--- src/rtl/uart_tx_8n1.sv ---
`default_nettype none
`timescale 1ns/1ps
// ============================================================================
// Module      : uart_tx_8n1
// Description : 8N1 asynchronous serial transmitter. Accepts one byte over a
//               ready/start handshake and shifts out start(0), d[0]..d[7]
//               (LSB first), stop(1). The line idles high and is driven
//               straight from a flop so the pad sees no combinational path.
// Revision    : 1.0  initial release
// ============================================================================
module uart_tx_8n1 #(
    parameter int CLKS_PER_BIT = 10        // clk cycles per bit, 2..1023
) (
    input  logic       clk,
    input  logic       rst,
    input  logic [7:0] tx_data,
    input  logic       tx_start,
    output logic       tx_ready,
    output logic       tx_busy,
    output logic       tx_done,
    output logic       serial_out
);

    localparam int CNT_W = $clog2(CLKS_PER_BIT);
    localparam logic [CNT_W-1:0] CNT_LAST = CNT_W'(CLKS_PER_BIT - 1);

    typedef enum logic [1:0] {
        S_IDLE  = 2'd0,
        S_START = 2'd1,
        S_DATA  = 2'd2,
        S_STOP  = 2'd3
    } state_t;

    state_t           state;
    state_t           state_nx;
    logic [CNT_W-1:0] bit_cnt;
    logic [CNT_W-1:0] bit_cnt_nx;
    logic [2:0]       bit_idx;
    logic [2:0]       bit_idx_nx;
    logic [7:0]       shift_reg;
    logic [7:0]       shift_nx;
    logic             serial_nx;
    logic             done_nx;
    logic             bit_end;

    // Last clock of the current bit period; every state change happens here.
    assign bit_end  = (bit_cnt == CNT_LAST);

    // Readiness is decoded from the state so a start in the done cycle is
    // accepted immediately, giving back-to-back frames one idle-high cycle.
    assign tx_ready = (state == S_IDLE);
    assign tx_busy  = ~tx_ready;

    // State, counters, shift register and the registered line/done outputs.
    always_ff @(posedge clk) begin
        if (rst) begin
            state      <= S_IDLE;
            bit_cnt    <= '0;
            bit_idx    <= 3'd0;
            shift_reg  <= 8'd0;
            serial_out <= 1'b1;
            tx_done    <= 1'b0;
        end else begin
            state      <= state_nx;
            bit_cnt    <= bit_cnt_nx;
            bit_idx    <= bit_idx_nx;
            shift_reg  <= shift_nx;
            serial_out <= serial_nx;
            tx_done    <= done_nx;
        end
    end

    // Next-state logic. The line value is computed for the state being
    // entered, so serial_out changes on the same edge as the state does.
    always_comb begin
        state_nx   = state;
        bit_cnt_nx = bit_end ? '0 : bit_cnt + 1'b1;
        bit_idx_nx = bit_idx;
        shift_nx   = shift_reg;
        serial_nx  = serial_out;
        done_nx    = 1'b0;

        case (state)
            S_IDLE: begin
                bit_cnt_nx = '0;
                serial_nx  = 1'b1;
                if (tx_start) begin
                    state_nx   = S_START;
                    shift_nx   = tx_data;
                    bit_idx_nx = 3'd0;
                    serial_nx  = 1'b0;
                end
            end
            S_START: begin
                if (bit_end) begin
                    state_nx  = S_DATA;
                    serial_nx = shift_reg[0];
                end
            end
            S_DATA: begin
                if (bit_end) begin
                    if (bit_idx == 3'd7) begin
                        state_nx  = S_STOP;
                        serial_nx = 1'b1;
                    end else begin
                        // Bit 1 of the old value becomes bit 0 after the shift.
                        bit_idx_nx = bit_idx + 3'd1;
                        shift_nx   = {1'b0, shift_reg[7:1]};
                        serial_nx  = shift_reg[1];
                    end
                end
            end
            S_STOP: begin
                serial_nx = 1'b1;
                if (bit_end) begin
                    state_nx = S_IDLE;
                    done_nx  = 1'b1;
                end
            end
            default: begin
                state_nx  = S_IDLE;
                serial_nx = 1'b1;
            end
        endcase
    end

endmodule
`default_nettype wire

--- config.mk ---
export PLATFORM = sky130hd
export DESIGN_NAME = uart_tx_8n1
export DESIGN_NICKNAME = d
export VERILOG_FILES = /design/src/rtl/uart_tx_8n1.sv
export SDC_FILE = /design/constraint.sdc
export NUM_CORES = 1
export LEC_CHECK = 0
export CORE_MARGIN = 2
export CORE_UTILIZATION = 40
export DETAILED_ROUTE_END_ITERATION = 8
export SYNTH_ARGS = -nofsm -noshare
export SYNTH_HDL_FRONTEND = slang
export SYNTH_SLANG_ARGS = --single-unit
--- constraint.sdc ---
create_clock -name clk -period 1.7 [get_ports clk]
set_input_delay 0.17 -clock clk [delete_from_list [all_inputs] [get_ports clk]]
set_output_delay 0.17 -clock clk [all_outputs]
set_load 0.02 [all_outputs]
### Yosys cells after proc, flatten, opt, wreduce, memory -nomap -nowiden

Index checks and enable logic that the tools add are counted.
Widths: inputs -> output; s select.

* bits in registers: 19
* bits of input ports: 11
* logic and storage cells: 48

* bitwise gates (word level): 2
* add/sub/neg operators: 2
* reductions and logical operators: 7
* equal/unequal tests: 11
* mux-type cells: 20

Operator list (count)
* $mux 8: 3
* $pmux 8 s2: 1
* $ne 2x2->1 const B: 6
* $mux 2: 5
* $mux 3: 3
* $pmux 2 s4: 1
* $pmux 3 s2: 1
* $mux 1: 5
* $reduce_and 5->1: 1
* $add 4x1->4 const B: 1
* $eq 2x2->1 const B: 2
* $eq 4x4->1 const B: 1
* $pmux 1 s4: 1
* $reduce_and 4->1: 1
* $add 3x1->3 const B: 1
* $eq 3x3->1 const B: 1
* $reduce_or 3->1: 1
* $eq 2x1->1 const B: 1
* $logic_not 2->1: 1
* $not 1->1: 2
* $reduce_and 2->1: 1
* $reduce_bool 2->1: 1
* $reduce_or 2->1: 1

### Longest topological paths before layout

* depth in word-level cells: 4
* mapped depth: 6
* depth with buffers taken out: 5

### Worst setup path after synthesis

OpenSTA, ideal clock, no wires.

* kind: register to register
* start: reg state[0]
* end: reg shift_reg[0]
* path buffers: 1
* path slack: -0.095 ns
* stages on the path, launching flop included: 7
* data arrival time: 1.673 ns
* setup time: 0.121 ns
* path through: dfxtp_1 -> inv_1 -> ha_1 -> and2b_4 -> o31a_1 -> buf_6 -> mux2_4

* word-level cells in the longest chain between the ends: 3

Ends and longest elaborated chain
* start, declared: RTL line 34 `state_t state;`
* start signal, assigned: RTL line 64 `state <= state_nx;`
* $logic_not 2->1 *
* via tx_ready: RTL line 18 `output logic tx_ready,`
* $ne 2x2->1 (no line) or $reduce_bool 2->1 (tied branches)
* $reduce_and 4->1 (no line)
* end signal, assigned: RTL line 67 `shift_reg <= shift_nx;`
* end, declared: RTL line 40 `logic [7:0] shift_reg;`

Mark *: on every way through the listed nets, which the timed path passes. The rest lies on a longest branch.
A chain may end at the register's enable or synchronous reset.

### Worst setup path in the final report

* start: reg bit_idx[0]
* end: reg shift_reg[2]

* word-level cells in the longest chain between the ends: 3

Ends and longest elaborated chain
* start, declared: RTL line 38 `logic [2:0] bit_idx;`
* start signal, assigned: RTL line 66 `bit_idx <= bit_idx_nx;`
* $eq 3x3->1: RTL line 102 `if (bit_idx == 3'd7) begin`
* $ne 2x2->1 (no line)
* $reduce_and 4->1 (no line)

No other way between the ends.

==> metrics.txt <==
FMAX about 610 MHz; Post-synth EDFFs 0; Clock Latency Late Sink 0.30 ns; Synthesis Warnings 0; Flop pwr share 30.9%; post-synth top area cell dfxtp_1; area share of the largest cell type after synthesis 34.1%; synthesis-to-finish area growth 30.0%; Final Cycle Share 96.9%; first-pass detailed-route iteration total 4; RSZ-0062 raised after global routing false; CP arrival 1.85 ns; Slew Limit Fails 0; chip width around 57 µm; Synth Flop Type dfxtp_1; Die Ht ~57 µm; maxcap violations 0; final setup vio count 0; Top Ports 15; gr ovfl total 0; Fin. Hold Viols 0; # hold bufs at CTS 0; Mapped Nets 132; setup TNS 0 ns; Synth Area per Inst 9.87 µm²; WS Path Type reg2reg; LEAKAGE ~0.00066 µW; TritonCTS clock tree done; post-detail-place hpwl roughly 1.8 mm; Post-Syn Instances 113; Row Count 19; drt drc 0; Cell Area, Synth 1110 µm²; n_diodes 0; layout cells sized above 1 29.4%; hold crit path type reg2reg; routed len/inst 13.2 µm; #FFs+latches synth 19; filler cell count 250; power share of the combinational group 57.1%; multi-input logic area between 700 and 800 µm²; Slew @ Worst Pin 0.300 ns; Num CTS Buffers 3; initial DRC count 33; largest net degree at the start of global routing 12; routed wire length 2.30 mm; VDD IR max between 0.9 and 1 mV; net switching power 738 µW; CP max FO 8; status finished clean; max FFs per register 8; root buf cell clkbuf_4; Synth cell types 40; first-pass GRT wire length 3.82 mm; Slew headroom 79.7%; Switching Share a little under two fifths; vias around 910; routability cong. 0.753; Finished Cell Area 1450 µm²; Area contributors post-synth dfxtp_1 34%, mux2_4 9.4%, ha_1 9.0%, mux2i_1 6.3%, nor2b_1 5.1%; final hold slack 0.501 ns; Worst setup SP type flip-flop; H-tree depth 1; Max Root-Sink Buffers 2; GR Util All Layers 15.2%; initial antenna violation count 0; PD cells 1370 nW/µm²; number of buffers added on ports 14; Clock Power Share 12.0%; Final Critical Period between 1.5 and 2 ns; Critical Path End Type flip-flop; P_int between 1000 and 1500 µW; DP Area 1400 µm²; CP required 1.91 ns; Clock Sinks 19; vias in the first global route 870; Reg area 383 µm²; Worst-path clk slew 0.12 ns; post-CTS setup buffer count 0; ANT nets after route 0; die area roughly 3200 µm²; Post-synth ARST share 0%; Starting Density 41.1%; Core Region 2710 µm²; DR vias/cell approximately 5.2; pre-CTS WS -0.114 ns; post-synthesis sequential area ratio 34.1%; final clock skew a little under 0.009 ns; Final nets around 160; final setup margin 0.0532 ns
-- cells in the mapped netlist (2+ instances only) --
cell      number
nor2_1        12
dfxtp_1       19
nand2b_1       3
nand3_1        2
mux2i_1        7
nor2b_1        9
a21oi_1        4
nand4_1        2
or2_2          2
mux2_4         7
o311ai_0       3
ha_1           8
inv_1          6
clkbuf_1       3
-- worst max-delay path: stages (launching register included) --
cell and delay, ns:
dfxtp_2 0.34, ha_2 0.17, ha_2 0.17, nand2b_4 0.14, o31a_4 0.40, mux2_4 0.32
-- final timing paths --
check               start            to  slack (ns)  cells past startpoint
max            bit_idx[0]  shift_reg[2]        0.05                      5
min          shift_reg[7]  shift_reg[7]        0.50                      1
max reg2reg    bit_idx[0]  shift_reg[2]        0.05                      5
min reg2reg  shift_reg[7]  shift_reg[7]        0.50                      1
-- cells in the final DEF, fill, tap and decap left out, types with 2 or more instances in the layout --
cell type / instances
mux2i_1: 7
ha_2: 4
or2_2: 2
mux2_4: 7
inv_1: 6
nor2_1: 12
buf_4: 17
nand3_1: 2
dfxtp_1: 17
ha_1: 4
o311ai_0: 3
clkdlybuf4s50_1: 12
nand4_1: 2
a21oi_1: 4
clkbuf_4: 3
nor2b_1: 9
nand2b_1: 2
dfxtp_2: 2
-- cells by family after synthesis --
| logic type | Yosys count | synth area share, % |
|---|---|---|
| compound gates | 19 | 13.0 |
| xor+xnor | 2 | 1.57 |
| fa+ha+maj | 8 | 8.98 |
| buf+inv | 11 | 4.49 |
| flops | 19 | 34.1 |
| mux | 14 | 15.7 |
| simple gates | 40 | 22.1 |
-- power groups by stage --
stage	logic, µW	registers, µW	clock network, µW
2_1_floorplan	721	623	0
3_3_place_gp	1100	619	0
3_5_place_dp	1130	619	0
4_1_cts	1130	611	258
5_1_grt	1230	626	267
6_report	1140	614	239
-- timing repair --
item | 4_1_cts | 5_1_grt
pin swaps | 0 | 4
resized for setup | 5 | 6
endpoints found under the setup margin | 10 | 11
-- cell type report --
cell class	count	share of cell area (%)
multi-input combinational	83	49.1
tap	31	2.68
clock buffer	3	1.55
inverter	6	1.55
sequential	19	26.4
timing repair buffer	31	18.4
clock inverter	1	0.345
-- through the flow --
stage / total power (µW) / instances / utilization [%]
after detailed placement: 1750 / 170 / 51.5
after floorplan: 1340 / 113 / -
final: 1990 / 174 / 53.5
after global routing: 2120 / 174 / 53.5
after global placement: 1720 / 170 / 51.5
after CTS: 2000 / 174 / 52.8
-- layer usage --
metal / global-route usage [%] / up-vias / wire length, µm
met5: 0 / - / 0
li1: - / 469 / -
met1: 20.1 / 424 / 1130
met4: 3.99 / 0 / 17
met2: 23.9 / 11 / 1080
met3: 4.84 / 2 / 70
(Power assumes the default switching activity.)
